--- src/rtl/tnn_pkg.sv ---
// rtl/tnn_pkg.sv - shared types, ternary weight encoding and width helpers for the ternary classifier
package tnn_pkg;

   localparam logic [1:0] TW_ZERO = 2'b00;
   localparam logic [1:0] TW_POS  = 2'b01;
   localparam logic [1:0] TW_NEG  = 2'b11;

   typedef enum logic [2:0] {
      IDLE,
      L1,
      L2,
      ARG,
      DONE
   } tnn_state_t;

   // Worst case |acc1| is F * (2^FEAT_BITS - 1), plus one sign bit.
   function automatic int acc1_width(input int feat_bits, input int feat_cnt);
      return feat_bits + $clog2(feat_cnt + 1) + 1;
   endfunction

   function automatic int score_width(input int hidden_cnt);
      return $clog2(hidden_cnt + 1) + 1;
   endfunction

   function automatic int idx_width(input int class_cnt);
      return (class_cnt > 1) ? $clog2(class_cnt) : 1;
   endfunction

   // 2'b10 is an unused code and behaves as zero.
   function automatic logic signed [1:0] tw_decode(input logic [1:0] w);
      case (w)
         TW_POS:  return 2'sd1;
         TW_NEG:  return -2'sd1;
         TW_ZERO: return 2'sd0;
         default: return 2'sd0;
      endcase
   endfunction

endpackage

--- src/rtl/tnn_seq_argmax.sv ---
// rtl/tnn_seq_argmax.sv - sequential argmax over class scores, one class per cycle, ties to lowest index
module tnn_seq_argmax
   import tnn_pkg::*;
#(
   parameter int CLASS_CNT = 10,
   parameter int SCORE_W   = 7,
   localparam int IDX_W    = idx_width(CLASS_CNT)
) (
   input  logic                         clk,
   input  logic                         rst,
   input  logic                         start,
   input  logic [CLASS_CNT*SCORE_W-1:0] scores,
   output logic                         done,
   output logic [IDX_W-1:0]             best_idx,
   output logic signed [SCORE_W-1:0]    best_score
);

   localparam logic [IDX_W-1:0] K_LAST = IDX_W'(CLASS_CNT - 1);

   logic                      busy;
   logic [IDX_W-1:0]          k;
   logic [IDX_W-1:0]          run_idx;
   logic signed [SCORE_W-1:0] run_best;
   logic signed [SCORE_W-1:0] cur;
   logic                      take;

   // best_idx/best_score already include the class under scan, so the
   // done cycle hands out the final winner without an extra register stage.
   always_comb begin
      cur = '0;
      for (int c = 0; c < CLASS_CNT; c++) begin
         if (k == IDX_W'(c)) cur = scores[c*SCORE_W +: SCORE_W];
      end
      take       = (k == '0) || (cur > run_best);
      best_idx   = take ? k : run_idx;
      best_score = take ? cur : run_best;
      done       = busy && (k == K_LAST);
   end

   always_ff @(posedge clk) begin
      if (rst) begin
         busy     <= 1'b0;
         k        <= '0;
         run_idx  <= '0;
         run_best <= '0;
      end else if (start) begin
         busy <= 1'b1;
         k    <= '0;
      end else if (busy) begin
         run_idx  <= best_idx;
         run_best <= best_score;
         if (k == K_LAST) begin
            busy <= 1'b0;
            k    <= '0;
         end else begin
            k <= k + IDX_W'(1);
         end
      end
   end

endmodule

--- src/rtl/tnn_seq_classifier.sv ---
// rtl/tnn_seq_classifier.sv - streaming ternary NN classifier: hidden layer, output layer, argmax
module tnn_seq_classifier
   import tnn_pkg::*;
#(
   parameter int FEAT_CNT   = 16,
   parameter int FEAT_BITS  = 4,
   parameter int HIDDEN_CNT = 40,
   parameter int CLASS_CNT  = 10,
   parameter logic [2*HIDDEN_CNT*FEAT_CNT-1:0]  W1 = '0,
   parameter logic [2*CLASS_CNT*HIDDEN_CNT-1:0] W2 = '0,
   localparam int SCORE_W = score_width(HIDDEN_CNT),
   localparam int IDX_W   = idx_width(CLASS_CNT)
) (
   input  logic                          clk,
   input  logic                          rst,
   input  logic [FEAT_BITS*FEAT_CNT-1:0] data,
   input  logic                          in_valid,
   output logic                          in_ready,
   output logic [IDX_W-1:0]              prediction,
   output logic [SCORE_W-1:0]            score,
   output logic                          out_valid,
   input  logic                          out_ready
);

   localparam int ACC1_W  = acc1_width(FEAT_BITS, FEAT_CNT);
   localparam int CNT_MAX = (FEAT_CNT > HIDDEN_CNT) ? FEAT_CNT : HIDDEN_CNT;
   localparam int CNT_W   = $clog2(CNT_MAX + 1);
   localparam logic [CNT_W-1:0] L1_LAST = CNT_W'(FEAT_CNT - 1);
   localparam logic [CNT_W-1:0] L2_LAST = CNT_W'(HIDDEN_CNT - 1);
   localparam logic signed [SCORE_W-1:0] ONE = SCORE_W'(1);

   tnn_state_t state, next_state;

   logic [CNT_W-1:0]              step;
   logic [FEAT_BITS*FEAT_CNT-1:0] data_q;
   logic signed [ACC1_W-1:0]      acc1     [HIDDEN_CNT];
   logic signed [ACC1_W-1:0]      acc1_nxt [HIDDEN_CNT];
   logic signed [SCORE_W-1:0]     acc2     [CLASS_CNT];
   logic signed [SCORE_W-1:0]     acc2_nxt [CLASS_CNT];
   logic [1:0]                    w1_col   [HIDDEN_CNT];
   logic [1:0]                    w2_col   [CLASS_CNT];
   logic [FEAT_BITS-1:0]          feat_cur;
   logic signed [ACC1_W-1:0]      feat_ext;
   logic                          h_cur;
   logic [CLASS_CNT*SCORE_W-1:0]  scores_flat;

   logic                          accept;
   logic                          l1_last;
   logic                          l2_last;
   logic                          arg_done;
   logic [IDX_W-1:0]              arg_idx;
   logic signed [SCORE_W-1:0]     arg_best;

   assign accept  = in_valid && in_ready;
   assign l1_last = (state == L1) && (step == L1_LAST);
   assign l2_last = (state == L2) && (step == L2_LAST);

   always_ff @(posedge clk) begin
      if (rst) state <= IDLE;
      else     state <= next_state;
   end

   always_comb begin
      next_state = state;
      case (state)
         IDLE:    if (accept)    next_state = L1;
         L1:      if (l1_last)   next_state = L2;
         L2:      if (l2_last)   next_state = ARG;
         ARG:     if (arg_done)  next_state = DONE;
         DONE:    if (out_ready) next_state = IDLE;
         default:                next_state = IDLE;
      endcase
   end

   always_comb begin
      in_ready  = (state == IDLE);
      out_valid = (state == DONE);
   end

   // Select the current column: feature i for L1, hidden bit h[j] for L2.
   always_comb begin
      feat_cur = '0;
      h_cur    = 1'b0;
      for (int j = 0; j < HIDDEN_CNT; j++) w1_col[j] = TW_ZERO;
      for (int k = 0; k < CLASS_CNT; k++)  w2_col[k] = TW_ZERO;
      for (int i = 0; i < FEAT_CNT; i++) begin
         if (step == CNT_W'(i)) begin
            feat_cur = data_q[i*FEAT_BITS +: FEAT_BITS];
            for (int j = 0; j < HIDDEN_CNT; j++) w1_col[j] = W1[2*(j*FEAT_CNT+i) +: 2];
         end
      end
      for (int j = 0; j < HIDDEN_CNT; j++) begin
         if (step == CNT_W'(j)) begin
            h_cur = ~acc1[j][ACC1_W-1];
            for (int k = 0; k < CLASS_CNT; k++) w2_col[k] = W2[2*(k*HIDDEN_CNT+j) +: 2];
         end
      end
   end

   always_comb begin
      feat_ext = {{(ACC1_W-FEAT_BITS){1'b0}}, feat_cur};
      for (int j = 0; j < HIDDEN_CNT; j++) begin
         acc1_nxt[j] = acc1[j];
         if (tw_decode(w1_col[j]) == 2'sd1)       acc1_nxt[j] = acc1[j] + feat_ext;
         else if (tw_decode(w1_col[j]) == -2'sd1) acc1_nxt[j] = acc1[j] - feat_ext;
      end
      for (int k = 0; k < CLASS_CNT; k++) begin
         acc2_nxt[k] = acc2[k];
         if (tw_decode(w2_col[k]) == 2'sd1)       acc2_nxt[k] = h_cur ? acc2[k] + ONE : acc2[k] - ONE;
         else if (tw_decode(w2_col[k]) == -2'sd1) acc2_nxt[k] = h_cur ? acc2[k] - ONE : acc2[k] + ONE;
      end
      for (int k = 0; k < CLASS_CNT; k++) scores_flat[k*SCORE_W +: SCORE_W] = acc2[k];
   end

   always_ff @(posedge clk) begin
      if (rst) begin
         step       <= '0;
         data_q     <= '0;
         prediction <= '0;
         score      <= '0;
         for (int j = 0; j < HIDDEN_CNT; j++) acc1[j] <= '0;
         for (int k = 0; k < CLASS_CNT; k++)  acc2[k] <= '0;
      end else begin
         case (state)
            IDLE: begin
               if (accept) begin
                  data_q <= data;
                  step   <= '0;
                  for (int j = 0; j < HIDDEN_CNT; j++) acc1[j] <= '0;
                  for (int k = 0; k < CLASS_CNT; k++)  acc2[k] <= '0;
               end
            end
            L1: begin
               for (int j = 0; j < HIDDEN_CNT; j++) acc1[j] <= acc1_nxt[j];
               step <= l1_last ? '0 : step + CNT_W'(1);
            end
            L2: begin
               for (int k = 0; k < CLASS_CNT; k++) acc2[k] <= acc2_nxt[k];
               step <= l2_last ? '0 : step + CNT_W'(1);
            end
            ARG: begin
               if (arg_done) begin
                  prediction <= arg_idx;
                  score      <= arg_best;
               end
            end
            default: ;
         endcase
      end
   end

   tnn_seq_argmax #(
      .CLASS_CNT (CLASS_CNT),
      .SCORE_W   (SCORE_W)
   ) u_argmax (
      .clk        (clk),
      .rst        (rst),
      .start      (l2_last),
      .scores     (scores_flat),
      .done       (arg_done),
      .best_idx   (arg_idx),
      .best_score (arg_best)
   );

endmodule

--- config.mk ---
export PLATFORM = sky130hd
export DESIGN_NAME = tnn_seq_classifier
export DESIGN_NICKNAME = d
export VERILOG_FILES = /design/src/rtl/tnn_pkg.sv /design/src/rtl/tnn_seq_argmax.sv /design/src/rtl/tnn_seq_classifier.sv
export SDC_FILE = /design/constraint.sdc
export NUM_CORES = 1
export LEC_CHECK = 0
export ABC_CLOCK_PERIOD_IN_PS = 4500
export BUFFER_PORTS_ARGS = -buffer_cell sky130_fd_sc_hd__buf_2
export CORE_ASPECT_RATIO = 0.7
export CORE_MARGIN = 10
export CORE_UTILIZATION = 48
export DETAILED_ROUTE_END_ITERATION = 7
export PLACE_DENSITY = 0.93
export SETUP_SLACK_MARGIN = 0.3
export SLEW_MARGIN = 20
export SYNTH_ARGS = -nofsm -noshare
export SYNTH_HDL_FRONTEND = slang
export SYNTH_SLANG_ARGS = --single-unit
--- constraint.sdc ---
create_clock -name clk -period 4.5 [get_ports clk]
set_input_delay 0.45 -clock clk [delete_from_list [all_inputs] [get_ports clk]]
set_output_delay 0.45 -clock clk [all_outputs]
set_load 0.01 [all_outputs]
# Yosys cells after proc, flatten, opt, wreduce, memory -nomap -nowiden
# Memory sizes are Yosys's and may differ from the RTL's.
# Cells that the tools add are included.
# word_totals
ramBits	70
romBits	0
regBits	36
inputBits	68
memories	1
wordCells	121
latch_bits	0
# classes
n_addsub	2
mux	55
eq_ne	20
bitwise_logic	21
mul	0
n_lt_le_gt_ge	1
n_shift	0
n_reduce_logical	13
div	0
# mem_list
memory	depth	word_bits	rd	rd_clocked_by_memory_dff	write_ports	line_no	text
acc2	10	7	10	0	10	tnn_seq_classifier.sv:38	logic signed [SCORE_W-1:0] acc2 [CLASS_CNT];
# ops
cell	count
$mux 7	31
$or 1x1->1	20
$mux 6	3
$pmux 6 s3	1
$eq 4x3->1 const B	4
$mux 3	5
$pmux 3 s5	1
$mux 1	12
$eq 4x2->1 const B	2
$eq 4x4->1 const B	2
$mux 4	2
$gt 7x7->1	1
$add 6x1->6 const B	1
$eq 3x2->1 const B	2
$eq 6x4->1 const B	1
$eq 6x6->1 const B	1
$ne 2x2->1 const B	3
$reduce_and 2->1	3
$reduce_and 5->1	1
$add 4x1->4 const B	1
$eq 4x1->1 const B	1
$logic_and 1x1->1	4
$logic_not 4->1	1
$ne 2x1->1 const B	2
7 further kinds	7

# Logic depth before layout (Yosys ltp)
# Gate-level depths: netlist of the first run.
# logic_depth
word_depth	14
depth_mapped	7
mapped_depth_nobuf	6

# By module
# A second synthesis of the first run with hierarchy kept.
# hier_totals
hier_cells	341
hier_area_um2	2798.9
# modules_own_cells
mod	area_each_um2	n_inst	cells_each
tnn_seq_argmax	1843.0	1	229
tnn_seq_classifier	955.9	1	112

# Least setup slack after synthesis of the first run
# OpenSTA, ideal clock, no wires.
# synth_path
kind	reg-to-reg
from	reg state[2]
to	reg u_argmax.run_idx[0]
slack_ns	2.845
t_arrival_ns	1.527
stages_incl_launch_ff	8
t_required_ns	4.372
synth_period_minus_slack_ns	1.655
cell_sequence	dfxtp_1 buf_6 nand2b_4 or4_1 buf_2 and3_4 a22oi_1 nor2_1
# synth_via
elab_chain_len	4
# synth_rtl
element	line_no	text
start, declared	tnn_seq_classifier.sv:32	tnn_state_t state, next_state;
start signal, assigned	tnn_seq_classifier.sv:60	else state <= next_state;
$eq 3x2->1	tnn_seq_classifier.sv:56	assign l2_last = (state == L2) && (step == L2_LAST);
$logic_and 1x1->1	tnn_seq_classifier.sv:56	
$not 1->1 (no source line)	n/a	
$reduce_and 2->1 (no source line)	n/a	
end signal, assigned	tnn_seq_argmax.sv:50	run_idx <= best_idx;
end, declared	tnn_seq_argmax.sv:22	logic [IDX_W-1:0] run_idx;
# No other way between the ends.
# A chain may end at the register's enable or synchronous reset.

# Final worst setup path of the first run
# layout_path
from	reg u_argmax.busy
to	reg prediction[1]
# layout_via
elab_chain_len	2
# layout_rtl
element	line_no	text
start, declared	tnn_seq_argmax.sv:20	logic busy;
start signal, assigned	tnn_seq_argmax.sv:42	busy <= 1'b0;
start signal, assigned	tnn_seq_argmax.sv:47	busy <= 1'b1;
start signal, assigned	tnn_seq_argmax.sv:53	busy <= 1'b0;
$logic_and 1x1->1	tnn_seq_argmax.sv:37	done = busy && (k == K_LAST);
$reduce_and 2->1 (no source line)	n/a	
end signal, assigned	tnn_seq_classifier.sv:143	prediction <= arg_idx;
end, declared	tnn_seq_classifier.sv:19	output logic [IDX_W-1:0] prediction,
# No other way between the ends.

==> results of run 1 <==
==> registers in the layout, indices dropped and copies added (netlist names) <==
register	cells
prediction	4
score	7
state	3
step	6
u_argmax.busy	1
u_argmax.k	4
u_argmax.run_best	7
u_argmax.run_idx	4
==> cells in the mapped netlist, types with 3 or more instances <==
master    number  area share
a21oi_1       15       0.048
a311oi_1       3       0.017
and3_1         7       0.028
buf_2          5       0.016
clkbuf_1       4      0.0097
dfxtp_1       36        0.46
inv_1          4      0.0097
mux2i_1        3       0.019
nand2_1       16       0.039
nand3_1        9       0.029
nor2_1        25       0.060
nor2b_1        3       0.012
nor3_1         8       0.026
nor3b_1        3       0.014
o21ai_0        4       0.013
xnor2_1        5       0.028
==> cells by family (layout without fill, tap and decap cells) <==
| logic type | after synthesis | count (layout) |
|---|---|---|
| AOI/OAI and AO/OA | 29 | 29 |
| buffers and inverters | 16 | 27 |
| DFF | 36 | 36 |
| and+or+nand+nor | 86 | 86 |
| muxes | 4 | 4 |
| adders and majority gates | 1 | 1 |
| xor gates and xnor gates | 7 | 7 |
==> area by class of cell <==
class | count | area, µm² | area share
Tap cell | 38 | 47.5 | 0.0280
Clock buffer | 6 | 72.6 | 0.0428
Sequential cell | 36 | 721 | 0.425
Inverter | 4 | 15.0 | 0.00886
Clock inverter | 1 | 5.00 | 0.00295
Timing Repair Buffer | 16 | 80.1 | 0.0472
Multi-Input combinational cell | 127 | 754 | 0.445
==> how the worst max path moves through the flow <==
stage | end | slack [ns] | start
floorplan | u_argmax.run_idx[0]$_SDFFE_PP0P_ | 2.85 | state[2]$_SDFFE_PP0P_
global placement | prediction[2]$_SDFFE_PP0P_ | 2.70 | u_argmax.busy$_SDFF_PP0_
detailed placement | prediction[3]$_SDFFE_PP0P_ | 2.64 | u_argmax.busy$_SDFF_PP0_
CTS | prediction[3]$_SDFFE_PP0P_ | 2.63 | u_argmax.busy$_SDFF_PP0_
global route | prediction[1]$_SDFFE_PP0P_ | 2.42 | u_argmax.busy$_SDFF_PP0_
finish | prediction[1]$_SDFFE_PP0P_ | 2.64 | u_argmax.busy$_SDFF_PP0_
==> power by group through the flow <==
| stage | Combinational [W] | Clock (W) | Sequential [W] |
|---|---|---|---|
| final | 0.000116 | 0.000209 | 0.000363 |
| after global routing | 0.000128 | 0.000231 | 0.000366 |
| after CTS | 0.000115 | 0.000220 | 0.000362 |
| after detailed placement | 0.000115 | 0 | 0.000370 |
| after global placement | 0.000111 | 0 | 0.000367 |
| after floorplan | 0.000110 | 0 | 0.000350 |
==> critical path, cell delays in order (launching register included) <==
cell and delay, ns:
dfxtp_1 0.51, nand2_1 0.18, and4bb_2 0.36, and2_1 0.41, nor2_1 0.07, a311oi_1 0.23
==> per-stage QoR <==
| stage | power (W) | cell area [µm²] | instances | util | hold WS, ns |
|---|---|---|---|---|---|
| finish | 0.000688 | 1700 | 228 | 0.542 | 0.448 |
| detailed placement | 0.000484 | 1620 | 221 | 0.517 | 0.441 |
| global route | 0.000725 | 1700 | 228 | 0.542 | 0.465 |
| CTS | 0.000697 | 1700 | 228 | 0.542 | 0.451 |
| global placement | 0.000478 | 1620 | 221 | 0.517 | 0.436 |
| floorplan | 0.000460 | 1550 | 179 | - | 0.443 |
==> routing by layer <==
layer / track usage / share of wire / vias to the layer above
met5: 0 / 0 / -
met4: 0.0417 / 0.017 / 0
met3: 0.0613 / 0.076 / 5
met2: 0.155 / 0.41 / 23
met1: 0.142 / 0.49 / 579
li1: - / - / 643
==> results.toml, run 1 <==
[status]
status = "complete, no violations"

[clocking]
clk_latency_ns = 0.28
root_buffer = "clkbuf_8"
clockBufferDepth = 2
cts_hold_buffers = 0
cts-resized-gates = 0
cts_buffers = 5
cts.htree.levels = 2
clock-sinks = 36
clkSlewWorstSetupHoldPaths_ns = 0.07
cts_tree = "done"
cts_setup_buffers = 0

[floorplanning]
dieArea_mm2 = 0.00595
num_rows = 17
die_h_um = 67.6
fp.dieW_um = 88.0
core_area_mm2 = 0.00313
start_util = 0.497
io_pins = 81

[worst_hold_path]
hold_depth = 2
min_from = "score[2]$_SDFFE_PP0P_"
min_to = "score[2]$_SDFFE_PP0P_"
holdCritPathClass = "reg -> reg"

[power]
switching_share = 0.286
peakVddDrop_mv = 0.224
powerDensity_mw_per_mm2 = 406
pwr-share-seq = 0.528
p_int_w = 0.000491
p_sw_w = 0.000197
p_leak_nw = 0.647
p_comb_frac = 0.168
pwr-share-clk = 0.304

[global_route]
grt_overflow_total = 0
antenna_found_initial = 0
grt_pass1_wl_um = 5300
grt_max_degree = 20
grt_pass1_vias = 1154
grt.total_usage = 0.112

[critical_path]
rr_startpoint = "u_argmax.busy$_SDFF_PP0_"
cp.required_ns = 4.70
r2r-end = "prediction[1]$_SDFFE_PP0P_"
crit_type = "reg -> reg"
timing.reg2reg.setup_slack_ns = 2.64
worst_setup_path_start_kind = "register"
worstPathMaxFanout = 12
arrival_ns = 2.06
rr_worst_depth = 5
endpoint_kind = "register"

[cells_and_area]
antennaDiodeCount = 0
drive_above_1_share = 0.153
synthToLayoutAreaGrowth_pct = 9.10
final_common_cell = "dfxtp_1"
n_fill_cell = 278
layout_common_cells = "dfxtp_1 (36), nor2_1 (25), nand2_1 (16), buf_2 (16), a21oi_1 (15)"
final_net_count = 259

[sta]
fin_skew_ns = 0.00185
worst_pin_slew_ns = 0.741
fin_setup_tns_ns = 0
finalCritPeriodShare = 0.414
worst_slack_ns = 2.64
maxSlewViolCount = 0
fmax_ghz = 0.537
setup_viol = 0
period_minus_slack_ns = 1.86
rsz0062_at_grt = "no"
maxSlewHeadroom = 0.502
hold_viol = 0

[synthesis]
synth_compound_area_frac = 0.114
syn_inst = 179
synth_top_family_by_area = "simple AND/OR/NAND/NOR gates"
synthFlopType = "dfxtp_1"
ys_ff_latch = 36
syn_area_mm2 = 0.00155
synth_edf_count = 0
ys_seq_area_frac = 0.464
muxShareOfSynthArea = 0.0266
synth_fa_ha_area_frac = 0.00805
synthSimpleGateAreaFrac = 0.298
synth_warnings = 0
synthXorXnorAreaFrac = 0.0395
syn_avg_cell_area_um2 = 8.68
async_reset_ff_frac = 0
synth.distinct_cells = 39
syn-num-nets = 248

[route]
post_drt_wl_per_cell_um = 13.5
ant_nets = 0
vias_per_cell = 5.48
vias = 1250
detail_route.first_pass.iterations = 4
drt-total-wl_um = 3080
drt_iter0_drc = 70
drc_errors = 0

[place]
globalplace.congestion = 0.836
dpl_worst_slack_ns = 2.64
io_buffer_count = 16
hpwl_um = 2190

[job]
maxCapViolations = 0
(Power assumes the default switching activity.)
==> inputs of run 2 (changes only) <==
--- a/config.mk
+++ b/config.mk
@@ -5,13 +5,14 @@
 export SDC_FILE = /design/constraint.sdc
 export NUM_CORES = 1
 export LEC_CHECK = 0
-export ABC_CLOCK_PERIOD_IN_PS = 4500
+export ABC_AREA = 1
+export ABC_CLOCK_PERIOD_IN_PS = 1500
 export BUFFER_PORTS_ARGS = -buffer_cell sky130_fd_sc_hd__buf_2
 export CORE_ASPECT_RATIO = 0.7
 export CORE_MARGIN = 10
-export CORE_UTILIZATION = 48
+export CORE_UTILIZATION = 40
 export DETAILED_ROUTE_END_ITERATION = 7
-export PLACE_DENSITY = 0.93
+export PLACE_DENSITY = 0.84
 export SETUP_SLACK_MARGIN = 0.3
 export SLEW_MARGIN = 20
 export SYNTH_ARGS = -nofsm -noshare
==> constraint.sdc (replaced) <==
create_clock -name clk -period 1.5 [get_ports clk]
set_input_delay 0.15 -clock clk [delete_from_list [all_inputs] [get_ports clk]]
set_output_delay 0.15 -clock clk [all_outputs]
set_load 0.01 [all_outputs]
==> results.toml, run 2 <==
[clocking]
cts.htree.levels = 2
clk_latency_ns = 0.29
root_buffer = "clkbuf_8"
cts_tree = "done"
clkSlewWorstSetupHoldPaths_ns = 0.07
clockBufferDepth = 2
clock-sinks = 36
cts_buffers = 5

[synthesis]
synthXorXnorAreaFrac = 0.0111
synth_most_common_cell = "nand2_1"
async_reset_ff_frac = 0
synthSimpleGateAreaFrac = 0.338
yosys-top-cells-count = "nand2_1 (41), dfxtp_1 (36), nor2_1 (30)"
synthFlopType = "dfxtp_1"
ys_seq_area_frac = 0.455
yosys.area.top_type = "dfxtp_1"
syn_area_mm2 = 0.00158
syn_inst = 219
synth_warnings = 0
synth_edf_count = 0
syn_avg_cell_area_um2 = 7.23
yosys-top-cells-area = "dfxtp_1 (45%), nand2_1 (9.7%), nand3_1 (7.9%), nor2_1 (7.1%), inv_1 (6.2%)"
synth.distinct_cells = 23
muxShareOfSynthArea = 0
ys_ff_latch = 36
synth_fa_ha_area_frac = 0.00790
yosysTopAreaCellShare = 0.455
synth_top_family_by_area = "simple AND/OR/NAND/NOR gates"
syn-num-nets = 288
synth_compound_area_frac = 0.109

[power]
switching_share = 0.336
peakVddDrop_mv = 0.806
pwr-share-clk = 0.321
p_leak_nw = 0.957
p_int_w = 0.00175
powerDensity_mw_per_mm2 = 1250
p_sw_w = 0.000887
p_comb_frac = 0.265
pwr-share-seq = 0.415

[route]
ant_nets = 0
drc_errors = 0
wl_met3_um = 295
detail_route.first_pass.iterations = 7
drt_iter0_drc = 100
dr_wl_met2_um = 1940
drt-total-wl_um = 4150
vias_per_cell = 5.05
post_drt_wl_per_cell_um = 13.6
wl_met1_um = 1820
vias = 1535
routed.top_layer = "met4"

[sta]
worst_pin_slew_ns = 0.392
fin_setup_tns_ns = 0
fmax_ghz = 0.683
maxSlewViolCount = 0
rsz0062_at_grt = "yes"
fin_skew_ns = 0.00593
finalCritPeriodShare = 0.976
maxSlewHeadroom = 0.739
hold_viol = 0
period_minus_slack_ns = 1.46
whs_ns = 0.149
setup_viol = 0

[floorplanning]
fp.dieW_um = 95.2
core_area_mm2 = 0.00387
io_pins = 81
num_rows = 19
die_h_um = 72.7
start_util = 0.409
dieArea_mm2 = 0.00692

[cells_and_area]
n_fill_cell = 346
synthToLayoutAreaGrowth_pct = 33.4
antennaDiodeCount = 0
final_net_count = 320
drive_above_1_share = 0.361
reg.largest.list = "score x7, u_argmax.run_best x7, step x6"
layout_common_cells = "nand2_1 (35), dfxtp_1 (28), nor2_1 (24), inv_1 (19), nand3_1 (18)"
final_common_cell = "nand2_1"
finish.instance_area_mm2 = 0.00211
fin_util = 0.545

[global_route]
grt_pass1_wl_um = 6390
antenna_found_initial = 0
grt_max_degree = 20
grt_overflow_total = 0
grt_pass1_vias = 1385
grt.total_usage = 0.117

[critical_path]
worstSetupStartpoint = "step[0]$_SDFFE_PP0P_"
cp_slowest_cell = "dfxtp_2"
worst-path-stages = 9
cp_cell_sequence = "ha_4, nand2_4, nor2_4, nand2_4, buf_4, nand2_4, o21ai_4, o21ai_2, nor2_1"
cp_top_family = "simple AND/OR/NAND/NOR gates"
worstSetupEndpoint = "step[5]$_SDFFE_PP0P_"
rr_startpoint = "step[0]$_SDFFE_PP0P_"
crit_type = "reg -> reg"
rr_worst_depth = 9
worstPathMaxFanout = 3
r2r-end = "step[5]$_SDFFE_PP0P_"
worst_setup_path_start_kind = "register"
cp.required_ns = 1.68
slowest_delay_ns = 0.36
endpoint_kind = "register"
critPathMostFrequentCell = "nand2_4"
cp.buffers_inverters = 1
arrival_ns = 1.65
timing.reg2reg.setup_slack_ns = 0.04

[status]
status = "complete, no violations"

[job]
maxCapViolations = 0

[place]
dpl_cell_area_mm2 = 0.00174
globalplace.congestion = 0.815
hpwl_um = 2540
io_buffer_count = 16

[worst_hold_path]
holdCritPathClass = "in -> reg"
hold_depth = 2
==> run 2: changes by cell type after synthesis, moves of 4 or more <==
cell,before,now
a21oi_1,15,11
and3_1,7,0
xnor2_1,5,0
o21ai_0,4,10
inv_1,4,26
nor2_1,25,30
nand3_1,9,25
o21ai_1,1,7
nand2_1,16,41
nand2_2,0,5
==> run 2: layout make-up <==
cell class / count / area (µm²) / area share
Clock buffer: 6 / 72.6 / 0.0343
Clock inverter: 2 / 35.0 / 0.0166
Inverter: 27 / 104 / 0.0491
Multi-Input combinational cell: 152 / 921 / 0.436
Sequential cell: 36 / 738 / 0.349
Tap cell: 52 / 65.1 / 0.0308
Timing Repair Buffer: 29 / 178 / 0.0841
==> run 2: metrics by stage <==
stage	instances	setup slack, ns	power, W
finish	304	0.0363	0.00264
detailed placement	284	0.0568	0.00155
CTS	298	0.126	0.00248
global route	304	-0.0375	0.00276
global placement	284	0.130	0.00153
floorplan	219	0.274	0.00143
==> run 2: kinds of logic (layout without fill, tap and decap cells) <==
group / after synthesis / after routing
fa+ha+maj: 1 / 1
xor+xnor: 2 / 2
flops: 36 / 36
simple gates: 115 / 116
compound gates: 33 / 33
buf+inv: 32 / 64
==> run 2: how the worst min path moves through the flow <==
stage,from,to,slack [ns]
2_1_floorplan,out_ready,state[2]$_SDFFE_PP0P_,0.36
3_3_place_gp,rst,step[0]$_SDFFE_PP0P_,0.44
3_5_place_dp,u_argmax.run_best[1]$_SDFFE_PP0P_,u_argmax.run_best[1]$_SDFFE_PP0P_,0.44
4_1_cts,rst,step[0]$_SDFFE_PP0P_,0.14
6_report,rst,u_argmax.run_idx[3]$_SDFFE_PP0P_,0.15
5_1_grt,rst,u_argmax.run_idx[3]$_SDFFE_PP0P_,0.14
==> run 2: worst register-to-register path, stage by stage, from the launching register on <==
cell	delay [ns]
dfxtp_2	0.36
ha_4	0.17
nand2_4	0.07
nor2_4	0.15
nand2_4	0.07
buf_4	0.14
nand2_4	0.06
o21ai_4	0.07
o21ai_2	0.18
nor2_1	0.07
==> run 2: power by group through the flow <==
stage	Sequential, W	Combinational [W]	Clock [W]
after global placement	0.00109	0.000442	0
after detailed placement	0.00109	0.000460	0
after global routing	0.00110	0.000763	0.000897
after floorplan	0.00107	0.000357	0
final	0.00109	0.000698	0.000846
after CTS	0.00107	0.000553	0.000856
==> run 2: metal layers <==
metal	global-route usage	up-vias
li1	-	767
met1	0.145	694
met3	0.0442	13
met4	0.0497	0
met5	0	-
met2	0.177	61
==> run 2: what timing repair did <==
action | 4_1_cts | 5_1_grt
hold buffers | 0 | 0
endpoints found under the setup margin | 37 | 38
cloned | 0 | 1
buffers inserted | 6 | 5
gates resized for setup | 19 | 37
pin swaps | 9 | 16
==> inputs of run 3 (changes only) <==
--- a/config.mk
+++ b/config.mk
@@ -7,7 +7,7 @@
 export LEC_CHECK = 0
 export ABC_AREA = 1
 export ABC_CLOCK_PERIOD_IN_PS = 1500
-export BUFFER_PORTS_ARGS = -buffer_cell sky130_fd_sc_hd__buf_2
+export BUFFER_PORTS_ARGS = -buffer_cell sky130_fd_sc_hd__clkbuf_2
 export CORE_ASPECT_RATIO = 0.7
 export CORE_MARGIN = 10
 export CORE_UTILIZATION = 40
==> results.toml, run 3 (same netlist as run 2, synthesis figures left out) <==
[sta]
setup_viol = 0
maxSlewHeadroom = 0.629
fmax_ghz = 0.733
maxSlewViolCount = 0
finalCritPeriodShare = 0.910
worst_pin_slew_ns = 0.555
fin_skew_ns = 0.00616
hold_viol = 0
fin_setup_tns_ns = 0
rsz0062_at_grt = "yes"
period_minus_slack_ns = 1.36

[floorplanning]
num_rows = 19
io_pins = 81
die_h_um = 72.7
dieArea_mm2 = 0.00692
core_area_mm2 = 0.00387
fp.dieW_um = 95.2
start_util = 0.409

[power]
p_leak_nw = 0.921
powerDensity_mw_per_mm2 = 1230
peakVddDrop_mv = 0.880

[cells_and_area]
n_fill_cell = 352
final_common_cell = "nand2_1"
reg.largest.list = "score x7, u_argmax.run_best x7, step x6"
final_net_count = 317
drive_above_1_share = 0.305
antennaDiodeCount = 0
seq_area_um2 = 738
synthToLayoutAreaGrowth_pct = 29.1
finish.instance_area_mm2 = 0.00205
multi_input_area_um2 = 875
layoutNonFillerInstCount = 301
layout_common_cells = "nand2_1 (39), dfxtp_1 (28), nor2_1 (26), inv_1 (23), nand3_1 (20)"

[global_route]
grt_max_degree = 19
met1_usage = 0.144
grt.total_usage = 0.112
grt_overflow_total = 0
grt.busiest_layer = "met2"
grt_pass1_wl_um = 6120
grt_pass1_vias = 1320
grt_util_met2 = 0.161
antenna_found_initial = 0
grtUsageMet3 = 0.0493

[critical_path]
cp.required_ns = 1.72
arrival_ns = 1.59
endpoint_kind = "register"
cp_slowest_cell = "dfxtp_4"
worst_setup_path_start_kind = "register"
crit_type = "reg -> reg"
worstPathMaxFanout = 7
critPathMostFrequentCell = "nor2_4"
cp_cell_sequence = "ha_4, nand2_4, nor2_4, nand2_2, nor2_4, nor2_4, nand2_4, nand2_1, a21oi_1"
cp.buffers_inverters = 0
cp_top_family = "simple AND/OR/NAND/NOR gates"
slowest_delay_ns = 0.36

[route]
ant_nets = 0
drc_errors = 0
vias_per_cell = 4.93
drt-total-wl_um = 3850
post_drt_wl_per_cell_um = 12.8
detail_route.first_pass.iterations = 4
vias = 1485
drt_iter0_drc = 109

[clocking]
clockBufferDepth = 2
root_buffer = "clkbuf_8"
cts.htree.levels = 2
cts_hold_buffers = 0
clkSlewWorstSetupHoldPaths_ns = 0.07
cts_buffers = 5
cts_tree = "done"
clock-sinks = 36
clk_latency_ns = 0.29

[worst_hold_path]
holdCritPathClass = "in -> reg"

[place]
io_buffer_count = 16
globalplace.congestion = 0.812
hpwl_um = 2480
dpl_cell_area_mm2 = 0.00177
dp_cells = 287

[job]
maxCapViolations = 0

[status]
status = "complete, no violations"
run 3: final cells by class:
type                            count  share of cell area
Multi-Input combinational cell    152               0.428
Clock buffer                        6              0.0355
Timing Repair Buffer               26              0.0777
Sequential cell                    36               0.361
Clock inverter                      2              0.0171
Tap cell                           52              0.0318
Inverter                           27              0.0495
run 3: worst min-delay path: cells and delay by family:
family | cells | cell delay [ns]
compound gates | 1 | 0.07
buf+inv | 1 | 0.08
simple gates | 1 | 0.13
run 3: power by group:
part / switching (W) / internal (W)
logic: 0.000376 / 0.000211
registers: 0.0000824 / 0.00101
clock network: 0.000339 / 0.000493
total: 0.000797 / 0.00171
run 3: final timing paths:
| kind | endpoint | slack, ns | cells past startpoint | from |
|---|---|---|---|---|
| setup / recovery | u_argmax.run_idx[3]$_SDFFE_PP0P_ | 0.14 | 9 | step[1]$_SDFFE_PP0P_ |
| hold / removal | state[2]$_SDFFE_PP0P_ | 0.18 | 3 | out_ready |
| setup reg to reg | u_argmax.run_idx[3]$_SDFFE_PP0P_ | 0.14 | 9 | step[1]$_SDFFE_PP0P_ |
| hold reg to reg | u_argmax.run_best[2]$_SDFFE_PP0P_ | 0.46 | 2 | u_argmax.run_best[2]$_SDFFE_PP0P_ |
run 3: what timing repair did:
action / 4_1_cts / 5_1_grt
cloned: 0 / 1
buffers inserted: 5 / 0
hold endpoints to repair: 0 / 0
gates resized for setup: 12 / 27
setup endpoints to repair: 37 / 38
pin swaps: 12 / 10
run 3: per-stage QoR:
stage | hold WS (ns) | total power [W] | setup slack [ns] | util
2_1_floorplan | 0.360 | 0.00143 | 0.274 | -
3_3_place_gp | 0.442 | 0.00153 | 0.132 | 0.456
3_5_place_dp | 0.446 | 0.00155 | 0.0887 | 0.456
4_1_cts | 0.171 | 0.00246 | 0.146 | 0.501
5_1_grt | 0.187 | 0.00267 | 0.0407 | 0.528
6_report | 0.178 | 0.00251 | 0.135 | 0.528
run 3: layer usage:
layer,up-vias,share of wire
li1,761,-
met3,12,0.069
met2,39,0.45
met1,673,0.45
met5,-,0
met4,0,0.027
